==> src/rtl/custom_gate_bist.sv <==
// custom_gate_bist: built-in self test for the 3-input gate F = !C & (!A | B).
// Walks the eight {A,B,C} vectors in ascending order, allows SETTLE_CYCLES of
// settling per vector, then compares F against the internally computed golden
// value. Mismatches are counted (saturating at 15) and the first failing vector
// is captured.
// Optional feature macro: CUSTOM_GATE_BIST_LOOP_EN -- when defined, a run keeps
// wrapping from vector 7 back to vector 0 for as long as START is held high.
module custom_gate_bist #(
    parameter int unsigned SETTLE_CYCLES = 1
) (
    input  logic       CLK,
    input  logic       RST,
    input  logic       START,
    input  logic       F,
    output logic       A,
    output logic       B,
    output logic       C,
    output logic       BUSY,
    output logic       DONE,
    output logic       PASS,
    output logic [3:0] ERR_CNT,
    output logic       FAIL_VLD,
    output logic [2:0] FAIL_VEC
);

    localparam logic [3:0] SETTLE_L = SETTLE_CYCLES[3:0];

    typedef enum logic [2:0] {
        ST_IDLE  = 3'd0,
        ST_DRIVE = 3'd1,
        ST_WAIT  = 3'd2,
        ST_CHECK = 3'd3,
        ST_DONE  = 3'd4
    } state_t;

    state_t     state_q,    state_d;
    logic [2:0] vec_q,      vec_d;
    logic [3:0] settle_q,   settle_d;
    logic [3:0] err_q,      err_d;
    logic       fail_vld_q, fail_vld_d;
    logic [2:0] fail_vec_q, fail_vec_d;
    logic [2:0] abc_q,      abc_d;
    logic       busy_q,     busy_d;
    logic       done_q,     done_d;
    logic       pass_q,     pass_d;
    logic       mismatch_s;

    // Golden response of the gate for vector v = {A,B,C}.
    function automatic logic golden_f(input logic [2:0] v);
        return ~v[0] & (~v[2] | v[1]);
    endfunction

    // Error counter increment that sticks at 15.
    function automatic logic [3:0] sat_inc_f(input logic [3:0] x);
        logic [3:0] r;
        if (x == 4'd15) begin
            r = 4'd15;
        end else begin
            r = x + 4'd1;
        end
        return r;
    endfunction

    // Compare is always against the vector currently held on A/B/C.
    assign mismatch_s = (F != golden_f(abc_q));

    // State register and every registered output; RST clears all of it at once.
    always_ff @(posedge CLK or posedge RST) begin
        if (RST) begin
            state_q    <= ST_IDLE;
            vec_q      <= 3'd0;
            settle_q   <= 4'd0;
            err_q      <= 4'd0;
            fail_vld_q <= 1'b0;
            fail_vec_q <= 3'd0;
            abc_q      <= 3'd0;
            busy_q     <= 1'b0;
            done_q     <= 1'b0;
            pass_q     <= 1'b0;
        end else begin
            state_q    <= state_d;
            vec_q      <= vec_d;
            settle_q   <= settle_d;
            err_q      <= err_d;
            fail_vld_q <= fail_vld_d;
            fail_vec_q <= fail_vec_d;
            abc_q      <= abc_d;
            busy_q     <= busy_d;
            done_q     <= done_d;
            pass_q     <= pass_d;
        end
    end

    // Next-state logic: sequencing, result accumulation and the next values
    // of the status outputs (derived from the next state so they are registered).
    always_comb begin
        state_d    = state_q;
        vec_d      = vec_q;
        settle_d   = settle_q;
        err_d      = err_q;
        fail_vld_d = fail_vld_q;
        fail_vec_d = fail_vec_q;
        abc_d      = abc_q;

        case (state_q)
            ST_IDLE, ST_DONE: begin
                if (START) begin
                    // A fresh run: results cleared, vector 0 applied as DRIVE starts
                    // so A/B/C are stable for the whole DRIVE..CHECK window.
                    err_d      = 4'd0;
                    fail_vld_d = 1'b0;
                    fail_vec_d = 3'd0;
                    vec_d      = 3'd0;
                    abc_d      = 3'd0;
                    state_d    = ST_DRIVE;
                end else begin
                    state_d = state_q;
                end
            end
            ST_DRIVE: begin
                settle_d = SETTLE_L;
                if (SETTLE_L == 4'd0) begin
                    state_d = ST_CHECK;
                end else begin
                    state_d = ST_WAIT;
                end
            end
            ST_WAIT: begin
                settle_d = settle_q - 4'd1;
                if (settle_q <= 4'd1) begin
                    state_d = ST_CHECK;
                end else begin
                    state_d = ST_WAIT;
                end
            end
            ST_CHECK: begin
                if (mismatch_s) begin
                    err_d = sat_inc_f(err_q);
                    if (!fail_vld_q) begin
                        fail_vld_d = 1'b1;
                        fail_vec_d = abc_q;
                    end else begin
                        fail_vld_d = fail_vld_q;
                    end
                end else begin
                    err_d = err_q;
                end
                if (vec_q != 3'd7) begin
                    vec_d   = vec_q + 3'd1;
                    abc_d   = vec_q + 3'd1;
                    state_d = ST_DRIVE;
                end else begin
`ifdef CUSTOM_GATE_BIST_LOOP_EN
                    if (START) begin
                        vec_d   = 3'd0;
                        abc_d   = 3'd0;
                        state_d = ST_DRIVE;
                    end else begin
                        state_d = ST_DONE;
                    end
`else
                    state_d = ST_DONE;
`endif
                end
            end
            default: begin
                state_d = ST_IDLE;
                abc_d   = 3'd0;
            end
        endcase

        busy_d = (state_d == ST_DRIVE) || (state_d == ST_WAIT) || (state_d == ST_CHECK);
        done_d = (state_d == ST_DONE);
        pass_d = (state_d == ST_DONE) && (err_d == 4'd0);
    end

    assign A        = abc_q[2];
    assign B        = abc_q[1];
    assign C        = abc_q[0];
    assign BUSY     = busy_q;
    assign DONE     = done_q;
    assign PASS     = pass_q;
    assign ERR_CNT  = err_q;
    assign FAIL_VLD = fail_vld_q;
    assign FAIL_VEC = fail_vec_q;

    custom_gate_bist_chk u_chk (
        .CLK      (CLK),
        .RST      (RST),
        .BUSY     (BUSY),
        .DONE     (DONE),
        .PASS     (PASS),
        .ERR_CNT  (ERR_CNT),
        .FAIL_VLD (FAIL_VLD)
    );

endmodule

// custom_gate_bist_chk: invariants on the status outputs of custom_gate_bist.
module custom_gate_bist_chk (
    input logic       CLK,
    input logic       RST,
    input logic       BUSY,
    input logic       DONE,
    input logic       PASS,
    input logic [3:0] ERR_CNT,
    input logic       FAIL_VLD
);

    // A run is either in progress or finished, never both.
    a_busy_done_excl: assert property (@(posedge CLK) disable iff (RST) !(BUSY && DONE));

    // PASS is only meaningful alongside DONE.
    a_pass_needs_done: assert property (@(posedge CLK) disable iff (RST) PASS |-> DONE);

    // A first failure is recorded exactly when at least one mismatch was counted.
    a_fail_vld_cnt: assert property (@(posedge CLK) disable iff (RST) FAIL_VLD == (ERR_CNT != 4'd0));

endmodule

==> config.mk <==
export PLATFORM = sky130hd
export DESIGN_NAME = custom_gate_bist
export DESIGN_NICKNAME = d
export VERILOG_FILES = /design/src/rtl/custom_gate_bist.sv
export SDC_FILE = /design/constraint.sdc
export NUM_CORES = 1
export LEC_CHECK = 0
export BUFFER_PORTS_ARGS = -buffer_cell sky130_fd_sc_hd__buf_4
export CORE_UTILIZATION = 50
export CTS_BUF_LIST = sky130_fd_sc_hd__clkbuf_16
export DETAILED_ROUTE_END_ITERATION = 7
export PLACE_DENSITY = 0.74
export SLEW_MARGIN = 20
export SYNTH_ARGS = -nofsm -noshare
export SYNTH_HDL_FRONTEND = slang
export SYNTH_SLANG_ARGS = --single-unit
export TNS_END_PERCENT = 100
==> constraint.sdc <==
create_clock -name CLK -period 1.7 [get_ports CLK]
set_clock_uncertainty 0.15 [all_clocks]
set_input_delay 0.255 -clock CLK [delete_from_list [all_inputs] [get_ports CLK]]
set_output_delay 0.255 -clock CLK [all_outputs]
set_load 0.01 [all_outputs]
==> metrics.md <==
| Metric | Value |
|---|---|
| Outcome | `finished, violations left` |
| Failing checks | `negative setup slack` |
| Layout Utilization | `0.729` |
| First-pass iteration count of the detailed router | `4` |
| Post-Synthesis Mean Instance Area | `9.74 µm²` |
| Worst slew margin | `0.731` |
| Largest net degree at the start of global routing | `25` |
| RePlAce Congestion | `0.990` |
| Cell Rows | `17` |
| Minimum clock period | `1.70 ns` |
| Post-synthesis compound-gate area fraction | `0.223` |
| Post-layout power | `2680 µW` |
| Largest family of logic cells by synthesized area | `compound AO/OA/AOI/OAI gates` |
| Multiplexer share of the synthesized area | `0` |
| Top cells by area, synth | `dfrtp_1 (48%), nand2_1 (5.4%), o21ai_0 (5.2%)` |
| Crit-path cells | `nand2b_1 -> nor4_4 -> nor3_1 -> a311oi_2 -> nor4_2` |
| Top delay family on crit path | `simple AND/OR/NAND/NOR gates` |
| Initial Util | `0.547` |
| Pint | `1640 µW` |
| IO Port Bufs | `17` |
| Worst setup path category | `reg2reg` |
| Synth Area in Simple Gates | `0.199` |
| CTS tree | `built` |
| Area of the multi-input gates | `654 µm²` |
| Async S/R FF share, synth | `1.00` |
| Reg power frac | `0.340` |
| Crit path required time | `1.68 ns` |
| Max stage delay on crit path | `0.43 ns` |
| Vias | `1,117` |
| Die Wd | `52.1 µm` |
| Mapped Cells | `129` |
| Peak supply drop | `0.00106 V` |
| Critical path peak fanout | `8` |
| Share of layout cells above drive strength 1 | `0.335` |
| Iter 0 DRT Violations | `16` |
| I/O Pins | `18` |
| Floorplan core area | `2300 µm²` |
| Sw Share | `0.389` |
| Antenna violations before repair | `0` |
| CP Launch Point | `state_q[0]` |
| Antenna diode count | `0` |
| HPWL Detailed | `2.07 mm` |
| Clk_lat worst skew | `0.25 ns` |
| Worst R2R Start | `state_q[0]` |
| R2r worst-path depth | `5` |
| Vias in the first global route | `1,057` |
| Tcrit/Tclk final | `1.00` |
| FILL cells | `180` |
| Design Area, Final | `1670 µm²` |
| CTS buffer count | `3` |
| Layout Cells excl Fill | `192` |
| Placed cell count | `186` |
| Actual slew at the worst max-slew pin | `0.401 ns` |
| CP Capture Point | `PASS` |
| Synth Register Bits | `24` |
| Reg-to-reg slack, setup | `-0.004 ns` |
| Share of the synthesized area in the top cell type | `0.478` |
| Mapped Area | `1260 µm²` |
| Global-route usage over all layers | `0.234` |
| DIE HEIGHT | `52.1 µm` |
| Fmax | `587 MHz` |
| Sw Pwr | `1040 µW` |
| CTS root buffer | `clkbuf_16` |
| Vias per std cell | `5.82` |
| Post-synthesis xor/xnor area fraction | `0.00697` |
| Clock power share | `0.188` |
| Drt wl/cell | `15.3 µm` |
| DRC viols | `0` |
| Reg area | `603 µm²` |
| Final worst slack | `-0.00407 ns` |
| Mapped Nets | `138` |
| Synth Warn # | `0` |
| Slew Viols, Final | `0` |
| Hold WC Path Type | `in2reg` |
| RR Endpoint | `PASS` |
| Yosys cell types | `41` |
| Hold Fails Final Rpt | `0` |
| Sequential element share of the synthesized area | `0.478` |
| Main synth FF type | `dfrtp_1` |
| Die ar. | `2720 µm²` |
| RSZ-0062 raised after global routing | `yes` |
| Hold_ws | `0.250 ns` |
| Crit end category | `flip-flop` |
| # nets final | `174` |
| H-tree depth | `1` |
| Clk buf depth | `2` |
| Placed cell areas | `1530 µm²` |
| Global-route wire length before repair | `4.61 mm` |
| Crit start category | `flip-flop` |
| Post-synth EDFFs | `0` |
| Leakage power | `0.000742 µW` |
| Clock-pin slew of the registers on the worst-case setup and hold paths | `0.06 ns` |
| Area Growth Syn to Fin | `33.3%` |
| Stages on worst setup path | `5` |
| WP buf/inv | `0` |
| Overflow after GRT | `0` |
| Final wirelength | `2.95 mm` |
| Cell taking the most area after synthesis | `dfrtp_1` |
| PwrDens | `1600 nW/µm²` |
| CTS Sinks | `24` |
| CP Data Arrival Time | `1.69 ns` |
| Setup-failing EPs final | `1` |
| Slowest-stage cell, CP | `dfrtp_2` |
| ANT nets after route | `0` |
| Comb pwr share | `0.472` |
| Max Cap Viol | `0` |
| Adder-Cell Fraction of Synth Area | `0.0498` |
-- registers in the layout, summed over array words and instances, names as in the netlist --
signal    count
ERR_CNT       4
FAIL_VLD      1
PASS          1
abc_q         3
FAIL_VEC      3
state_q       3
vec_q         3
DONE          1
BUSY          1
settle_q      4
-- tightest hold or removal path, stage by stage --
cell,delay [ns]
buf_4,0.12
inv_1,0.08
a32o_1,0.17
-- power by group through the flow --
stage                     Combinational, µW  Clock (µW)  Sequential [µW]
final                                  1270         505              912
after global routing                   1400         551              935
after CTS                              1220         509              902
after detailed placement               1180           0              900
after global placement                 1140           0              889
after floorplan                         695           0              902
-- Yosys cell counts, types with 2 or more instances --
master,instances
dfrtp_1,24
nand2_1,18
o21ai_0,13
a21oi_1,8
inv_1,8
nor2_1,6
ha_1,5
nor3_1,4
clkbuf_1,3
nand3_1,3
o22ai_1,3
a32o_1,2
nand4_1,2
o211ai_1,2
o21a_1,2
-- final cells by class --
cell class	instances	share of cell area
inverter	8	0.0179
clock buffer	3	0.0448
clock inverter	1	0.00224
tap	28	0.0209
multi-input combinational	92	0.391
timing repair buffer	36	0.163
sequential	24	0.360
-- logic make-up (layout without fill, tap and decap cells) --
logic type | Yosys count | after routing
adder cells (fa/ha/maj) | 5 | 5
AND/OR/NAND/NOR | 44 | 44
flip-flops | 24 | 24
buffers and inverters | 13 | 48
AO/OA/AOI/OAI | 42 | 42
XOR/XNOR | 1 | 1
-- per-stage QoR --
step / setup WS [ns] / TNS (ns)
finish: -0.00407 / -0.00407
global route: -0.0670 / -0.172
CTS: 0.0213 / 0
detailed placement: -0.0284 / -0.0385
global placement: 0.0119 / 0
floorplan: -0.000892 / -0.00267
-- what timing repair did --
item,in CTS,in global routing
endpoints found under the hold margin,24,0
gates resized for setup,4,10
setup endpoints to repair,4,7
pin swaps,0,5
hold buffers,1,0
buffers inserted,0,1
-- per-layer routing --
| layer | share of wire | track usage | vias to the layer above | wire length (µm) |
|---|---|---|---|---|
| met5 | 0 | 0 | - | 0 |
| met4 | 0.0054 | 0.0721 | 0 | 16 |
| met3 | 0.039 | 0.0292 | 2 | 114 |
| met2 | 0.52 | 0.408 | 28 | 1550 |
| met1 | 0.43 | 0.297 | 548 | 1270 |
| li1 | - | - | 539 | - |
-- layout by cell type (no fill, tap or decap), types with 2 or more instances in the layout --
cell type and n:
nor2_1 6, dfrtp_1 22, a21oi_2 2, o21a_1 2, nand2_1 17, o21ai_1 2, buf_4 35, inv_1 8
nand3_1 3, a21oi_1 6, o211ai_1 2, dfrtp_2 2, o22ai_1 3, nand4_1 2, ha_1 3, nor3_1 4
a32o_1 2, clkbuf_16 3, o21ai_0 11
-- worst min-delay path by stage --
stage	startpoint	end	slack [ns]	cells after the start
global placement	RST	vec_q[1]	0.17	3
finish	START	DONE	0.25	3
global route	START	DONE	0.26	3
CTS	START	DONE	0.25	3
detailed placement	RST	FAIL_VEC[1]	0.21	3
floorplan	RST	BUSY	0.12	1
Power figures use the tool's default switching activity.
